[src/rtl/kf_spike_eject.sv]
// -----------------------------------------------------------------------------
// kf_spike_eject
// NoC ejection endpoint of a Kitten Fabric tile. Takes 32-bit flits from the
// tile router, keeps only the spikes addressed to this tile, and feeds them to
// the SNN core's spike input port. A FIFO behind the output register absorbs
// router bursts while the core is busy walking synapse ranges.
//
// Optional feature macro: KF_SPIKE_EJECT_TSTAMP_EN
//   When defined, TIMESTEP flits addressed to this tile advance an 8-bit
//   counter, and enqueued spikes carry that counter in place of the payload.
//
// Ports:
//   clk, rst         clock, synchronous active-high reset
//   flit_in_valid    router flit valid
//   flit_in_ready    flit accepted this cycle (low only while the FIFO is full)
//   flit_in_data     [31:30] type, [29:22] dest tile, [21:8] pre_id, [7:0] payload
//   my_tile_id       this tile's id (quasi-static)
//   spike_valid      spike to the core (valid/ready, held until handshake)
//   spike_ready      core accepts the spike
//   spike_pre_id     presynaptic neuron id
//   spike_payload    spike payload (or timestep with the optional feature)
//   drop_count       saturating count of discarded flits
//   level            spikes held (FIFO + output register)
//   busy             level != 0
// -----------------------------------------------------------------------------
module kf_spike_eject #(
    parameter int FIFO_DEPTH     = 8,
    parameter int NEURON_ID_BITS = 10,
    parameter int TILE_ID_BITS   = 8
) (
    input  logic                                  clk,
    input  logic                                  rst,
    input  logic                                  flit_in_valid,
    output logic                                  flit_in_ready,
    input  logic [31:0]                           flit_in_data,
    input  logic [TILE_ID_BITS-1:0]               my_tile_id,
    output logic                                  spike_valid,
    input  logic                                  spike_ready,
    output logic [NEURON_ID_BITS-1:0]             spike_pre_id,
    output logic [7:0]                            spike_payload,
    output logic [15:0]                           drop_count,
    output logic [$clog2(FIFO_DEPTH+1):0]         level,
    output logic                                  busy
);

    localparam int AW    = $clog2(FIFO_DEPTH);
    localparam int PTR_W = AW + 1;
    localparam int LVL_W = $clog2(FIFO_DEPTH + 1) + 1;

    typedef enum logic [1:0] {
        FT_NOP    = 2'b00,
        FT_SPIKE  = 2'b01,
        FT_TSTAMP = 2'b10,
        FT_RSVD   = 2'b11
    } flit_type_t;

    typedef struct packed {
        logic [NEURON_ID_BITS-1:0] pre_id;
        logic [7:0]                payload;
    } spike_t;

    spike_t             mem [FIFO_DEPTH];
    spike_t             out_q;
    logic               out_valid_q;
    logic [PTR_W-1:0]   wr_ptr, rd_ptr;
    logic [LVL_W-1:0]   level_q;
    logic [15:0]        drop_q;
`ifdef KF_SPIKE_EJECT_TSTAMP_EN
    logic [7:0]         tstep_q;
`endif

    // Flit fields
    flit_type_t               ftype;
    logic [TILE_ID_BITS-1:0]  fdest;
    logic [13:0]              fpre;
    logic [7:0]               fpay;

    logic   fifo_empty, fifo_full;
    logic   accept, pop, enq, drop, load_direct, fifo_wr;
    logic   dest_match, id_ok;
    spike_t new_spike;

    // Wrap bit distinguishes full (MSBs differ) from empty (pointers equal).
    assign fifo_empty    = (wr_ptr == rd_ptr);
    assign fifo_full     = (wr_ptr[PTR_W-1] != rd_ptr[PTR_W-1]) &&
                           (wr_ptr[AW-1:0] == rd_ptr[AW-1:0]);
    assign flit_in_ready = !fifo_full;

    assign accept = flit_in_valid && flit_in_ready;
    assign pop    = out_valid_q && spike_ready;

    // NOTE: every signal written in an always_comb gets a default first so no
    // path leaves it unassigned and no latch is inferred.
    always_comb begin
        ftype      = flit_type_t'(flit_in_data[31:30]);
        fdest      = TILE_ID_BITS'(flit_in_data[29:22]);
        fpre       = flit_in_data[21:8];
        fpay       = flit_in_data[7:0];
        dest_match = (fdest == my_tile_id);
        // Ids wider than the core's neuron space cannot be addressed.
        id_ok      = ((fpre >> NEURON_ID_BITS) == 14'd0);

        new_spike.pre_id = fpre[NEURON_ID_BITS-1:0];
`ifdef KF_SPIKE_EJECT_TSTAMP_EN
        new_spike.payload = tstep_q;
`else
        new_spike.payload = fpay;
`endif

        enq  = accept && (ftype == FT_SPIKE) && dest_match && id_ok;
        drop = accept && (((ftype == FT_SPIKE) && !(dest_match && id_ok)) ||
                          (ftype == FT_RSVD)
`ifdef KF_SPIKE_EJECT_TSTAMP_EN
                          || ((ftype == FT_TSTAMP) && !dest_match)
`endif
                         );

        // Bypass the FIFO only when doing so cannot overtake queued spikes.
        load_direct = enq && fifo_empty && (!out_valid_q || pop);
        fifo_wr     = enq && !load_direct;
    end

    // NOTE: sequential state is updated with non-blocking assignments only, so
    // every register samples pre-edge values regardless of statement order.
    always_ff @(posedge clk) begin
        if (rst) begin
            out_valid_q <= 1'b0;
            out_q       <= '0;
            wr_ptr      <= '0;
            rd_ptr      <= '0;
            level_q     <= '0;
            drop_q      <= '0;
`ifdef KF_SPIKE_EJECT_TSTAMP_EN
            tstep_q     <= '0;
`endif
        end else begin
            if (pop) begin
                if (!fifo_empty) begin
                    out_q  <= mem[rd_ptr[AW-1:0]];
                    rd_ptr <= rd_ptr + PTR_W'(1);
                end else if (load_direct) begin
                    out_q  <= new_spike;
                end else begin
                    out_valid_q <= 1'b0;
                end
            end else if (load_direct) begin
                out_valid_q <= 1'b1;
                out_q       <= new_spike;
            end

            if (fifo_wr)
                wr_ptr <= wr_ptr + PTR_W'(1);

            case ({enq, pop})
                2'b10:   level_q <= level_q + LVL_W'(1);
                2'b01:   level_q <= level_q - LVL_W'(1);
                default: level_q <= level_q;
            endcase

            if (drop && (drop_q != 16'hFFFF))
                drop_q <= drop_q + 16'd1;

`ifdef KF_SPIKE_EJECT_TSTAMP_EN
            if (accept && (ftype == FT_TSTAMP) && dest_match)
                tstep_q <= tstep_q + 8'd1;
`endif
        end
    end

    // NOTE: the storage array has no reset; entries are only meaningful between
    // the pointers, and resetting the pointers invalidates them all.
    always_ff @(posedge clk) begin
        if (fifo_wr)
            mem[wr_ptr[AW-1:0]] <= new_spike;
    end

    assign spike_valid   = out_valid_q;
    assign spike_pre_id  = out_q.pre_id;
    assign spike_payload = out_q.payload;
    assign drop_count    = drop_q;
    assign level         = level_q;
    assign busy          = (level_q != '0);

endmodule

[config.mk]
export PLATFORM = sky130hd
export DESIGN_NAME = kf_spike_eject
export DESIGN_NICKNAME = d
export VERILOG_FILES = /design/src/rtl/kf_spike_eject.sv
export SDC_FILE = /design/constraint.sdc
export NUM_CORES = 1
export LEC_CHECK = 0
export ABC_CLOCK_PERIOD_IN_PS = 5800
export CORE_ASPECT_RATIO = 0.75
export CORE_UTILIZATION = 42
export CTS_CLUSTER_DIAMETER = 60
export DETAILED_ROUTE_END_ITERATION = 8
export PLACE_DENSITY = 0.67
export SYNTH_ARGS = -nofsm -noshare
export SYNTH_HDL_FRONTEND = slang
export SYNTH_SLANG_ARGS = --single-unit
[constraint.sdc]
create_clock -name clk -period 5.8 [get_ports clk]
set_input_delay 1.45 -clock clk [delete_from_list [all_inputs] [get_ports clk]]
set_output_delay 1.45 -clock clk [all_outputs]
set_load 0.1 [all_outputs]
==> results_tabular.tex <==
\begin{tabular}{lr}
\hline
Metric & Value \\
\hline
\multicolumn{2}{l}{\textbf{Timing}} \\
Unrepaired setup endpoints after global routing & no \\
Timing-limited maximum frequency & 241 MHz \\
Actual slew at the worst max-slew pin & 1.09 ns \\
Slack of the critical path & 1.64 ns \\
Post-Route Hold Slack & 0.512 ns \\
Worst relative slew slack & 0.276 \\
Portion of the clock cycle consumed by the worst path in the final layout & 0.717 \\
Number of failing setup endpoints in the final timing report & 0 \\
Final Critical Period & 4.16 ns \\
TNS Setup & 0 ns \\
Count of final hold-check violations & 0 \\
Clk\_skew & 0.0120 ns \\
Number of pins with negative max-slew slack in the final report & 0 \\
\multicolumn{2}{l}{\textbf{Logic synthesis}} \\
Most used flip-flop cell after synthesis & sky130\_fd\_sc\_hd\_\_edfxtp\_1 \\
Post-Synthesis Cells & 543 \\
Post-synthesis register bit count & 195 \\
Async set-reset flop share out of synthesis & 0 \\
Syn nets & 595 \\
Unique masters post-synth & 45 \\
Post-Synthesis Cell Area & 8180 sq um \\
Total of warnings raised by yosys & 0 \\
Avg Cell Area, Syn & 15.1 sq um \\
Sequential area share after synthesis & 0.654 \\
EDFF count, synth & 144 \\
\multicolumn{2}{l}{\textbf{Clock network}} \\
Root buf cell & sky130\_fd\_sc\_hd\_\_clkbuf\_16 \\
Maximum count of clock buffers along a single path & 2 \\
Post-CTS repair timing setup buffer count & 0 \\
Number of buffers inserted during clock tree synthesis & 17 \\
Post-CTS Resized & 0 \\
H-tree levels & 4 \\
Clk sinks & 195 \\
TritonCTS clock tree & yes \\
Number of hold buffers added after cts & 0 \\
Clock slew at the register clock pins of the worst setup and hold paths & 0.07 ns \\
Latest clock arrival within the worst-skew pair & 0.43 ns \\
\multicolumn{2}{l}{\textbf{Placed design}} \\
Total instance count after detailed placement & 852 \\
Sum of net half-perimeters after detailed placement & 10700 um \\
Area after detailed placement & 9280 sq um \\
Setup slack after placement & 1.25 ns \\
Global placer's final weighted congestion & 0.758 \\
Count of buffers from port buffering & 85 \\
\multicolumn{2}{l}{\textbf{Floorplan}} \\
I/O Pins & 86 \\
Floorplan Core Area & 18800 sq um \\
Chip Width & 163 um \\
Initial cell density of the core & 0.435 \\
Die outline height & 123 um \\
Placement Rows & 43 \\
Overall die area & 20000 sq um \\
\multicolumn{2}{l}{\textbf{Hold path}} \\
Hold/Removal Path Class & reg2reg \\
Hold path cells & 2 \\
\multicolumn{2}{l}{\textbf{Drt}} \\
Initial drt markers & 536 \\
Detail Route Antenna Nets & 0 \\
WL/cell & 20.1 um \\
DRT Pass-1 Iters & 5 \\
Via count & 5081 \\
Mean number of vias per cell & 5.75 \\
Final routed DRC violation total & 0 \\
Overall routed net length & 17800 um \\
\multicolumn{2}{l}{\textbf{Worst setup path}} \\
Worst reg-to-reg path cell count & 11 \\
Startpoint class of the critical path & input pin \\
Sort of element at the end of the critical path & flip-flop \\
Delay of the slowest cell on the worst path & 0.43 ns \\
Data required time at the worst endpoint & 6.14 ns \\
Crit Path Category & in2reg \\
Critical path arrival & 4.50 ns \\
Slowest cell on the critical path & sky130\_fd\_sc\_hd\_\_fa\_1 \\
Cell Chain, Critical Path & clkdlybuf4s50\_1 > nor3\_1 > and4\_1 > and4\_1 > inv\_2 > ha\_1 > fa\_1 > a21o\_1 > a21oi\_1 > xor2\_1 > or3\_1 > a21oi\_1 \\
Worst-path fanout max & 26 \\
\multicolumn{2}{l}{\textbf{Layout}} \\
Sequential standard cell area & 5350 sq um \\
Area delta synth->final & 21.0\% \\
Final antenna diode count & 0 \\
Finished Cell Area & 9890 sq um \\
Filler cell count & 1503 \\
Count of placed standard cells in the final layout, fillers left out & 884 \\
Total area of multi-input combinational cells & 2650 sq um \\
Fraction of the core area covered by cells at the end of the flow & 0.527 \\
Share of post-route cells with drive strength above 1 & 0.160 \\
Total number of nets in the final design & 676 \\
\multicolumn{2}{l}{\textbf{Power and ir drop}} \\
Total design power & 2.77 mW \\
LEAKAGE & 3.09 nW \\
Max VDD drop & 0.188 mV \\
Power density cells & 280 nW/um\^{}2 \\
\multicolumn{2}{l}{\textbf{GRT}} \\
First-pass GRT wire length & 28100 um \\
Leftover overflow at the end of global routing & 0 \\
GRT Total Usage & 0.190 \\
Number of global-route vias before repair & 5037 \\
Pin count of the biggest net entering global routing & 54 \\
Antenna violations before repair & 0 \\
\multicolumn{2}{l}{\textbf{Outcome}} \\
Run status & completed \\
\multicolumn{2}{l}{\textbf{Job}} \\
Maximum capacitance violations & 0 \\
\hline
\end{tabular}
[kinds of logic after synthesis]
logic type      after synthesis  share of synthesized area
fa+ha+maj                     8                     0.0132
buf+inv                      41                     0.0259
mux                          42                      0.107
simple gates                133                     0.0909
compound gates              102                     0.0846
flops                       195                      0.654
xor+xnor                     22                     0.0245
[power by group]
| part | total [mW] | internal, mW | switching, mW |
|---|---|---|---|
| combinational | 0.0719 | 0.0335 | 0.0385 |
| sequential | 1.49 | 1.49 | 0.000960 |
| clock | 1.20 | 0.664 | 0.539 |
[cells in the mapped netlist, drive strengths merged, types with 5 or more instances]
master,instances,area share
nor3,8,0.0055
xor2,8,0.0095
dfxtp,51,0.12
nor2,19,0.0087
edfxtp,144,0.53
or4,11,0.011
buf,19,0.016
mux4,36,0.099
or3,5,0.0038
a21oi,23,0.015
nand2,14,0.0067
nor2b,22,0.017
o31ai,11,0.011
o21ai,27,0.017
clkbuf,18,0.0083
ha,7,0.011
nand4,8,0.0061
nand3,28,0.017
xnor2,14,0.015
a211oi,18,0.017
a311oi,18,0.019
[state kept, by name (all words and copies together) (netlist names), named ones only]
name and flops:
spike_valid 1, wr_ptr 4, mem 144, spike_payload 8
drop_count 16, spike_pre_id 10, rd_ptr 4, level 5
[cell type report]
type,instances,share of cell area
Sequential cell,195,0.541
Multi-Input combinational cell,307,0.267
Timing Repair Buffer,99,0.0974
Clock buffer,19,0.0448
Tap cell,247,0.0312
Clock inverter,13,0.0170
Inverter,4,0.00152
[metal layers]
| layer | global-route usage | wire length (um) | vias up |
|---|---|---|---|
| li1 | - | - | 2313 |
| met1 | 0.262 | 7900 | 2550 |
| met2 | 0.301 | 8340 | 190 |
| met3 | 0.0365 | 1190 | 28 |
| met4 | 0.0683 | 329 | 0 |
| met5 | 0 | 0 | - |
[cell usage in the layout, fill, tap and decap left out, types with 5 or more instances in the layout]
cell type	instances
sky130_fd_sc_hd__a211oi_1	18
sky130_fd_sc_hd__a21oi_1	22
sky130_fd_sc_hd__a311oi_1	18
sky130_fd_sc_hd__buf_4	13
sky130_fd_sc_hd__clkbuf_16	17
sky130_fd_sc_hd__clkdlybuf4s50_1	84
sky130_fd_sc_hd__dfxtp_1	49
sky130_fd_sc_hd__edfxtp_1	144
sky130_fd_sc_hd__ha_1	7
sky130_fd_sc_hd__mux4_2	36
sky130_fd_sc_hd__nand2_1	13
sky130_fd_sc_hd__nand3_1	28
sky130_fd_sc_hd__nand4_1	8
sky130_fd_sc_hd__nor2_1	19
sky130_fd_sc_hd__nor2b_1	22
sky130_fd_sc_hd__nor3_2	5
sky130_fd_sc_hd__o21ai_0	27
sky130_fd_sc_hd__o31ai_1	10
sky130_fd_sc_hd__or3_1	5
sky130_fd_sc_hd__or4_1	10
sky130_fd_sc_hd__xnor2_1	14
sky130_fd_sc_hd__xor2_1	7
[path summary, 6_finish.rpt]
path / from / end / slack (ns)
max: flit_in_data[19] / level[4] / 1.64
max reg2reg: wr_ptr[2] / level[4] / 2.47
min: drop_count[15] / drop_count[15] / 0.51
min reg2reg: drop_count[15] / drop_count[15] / 0.51
[worst max-delay path: cells and delay by family]
| kind | cells | cell delay [ns] |
|---|---|---|
| buf+inv | 2 | 0.62 |
| simple gates | 4 | 1.04 |
| xor+xnor | 1 | 0.10 |
| compound gates | 3 | 0.50 |
| fa+ha+maj | 2 | 0.78 |
(Power assumes the default switching activity.)
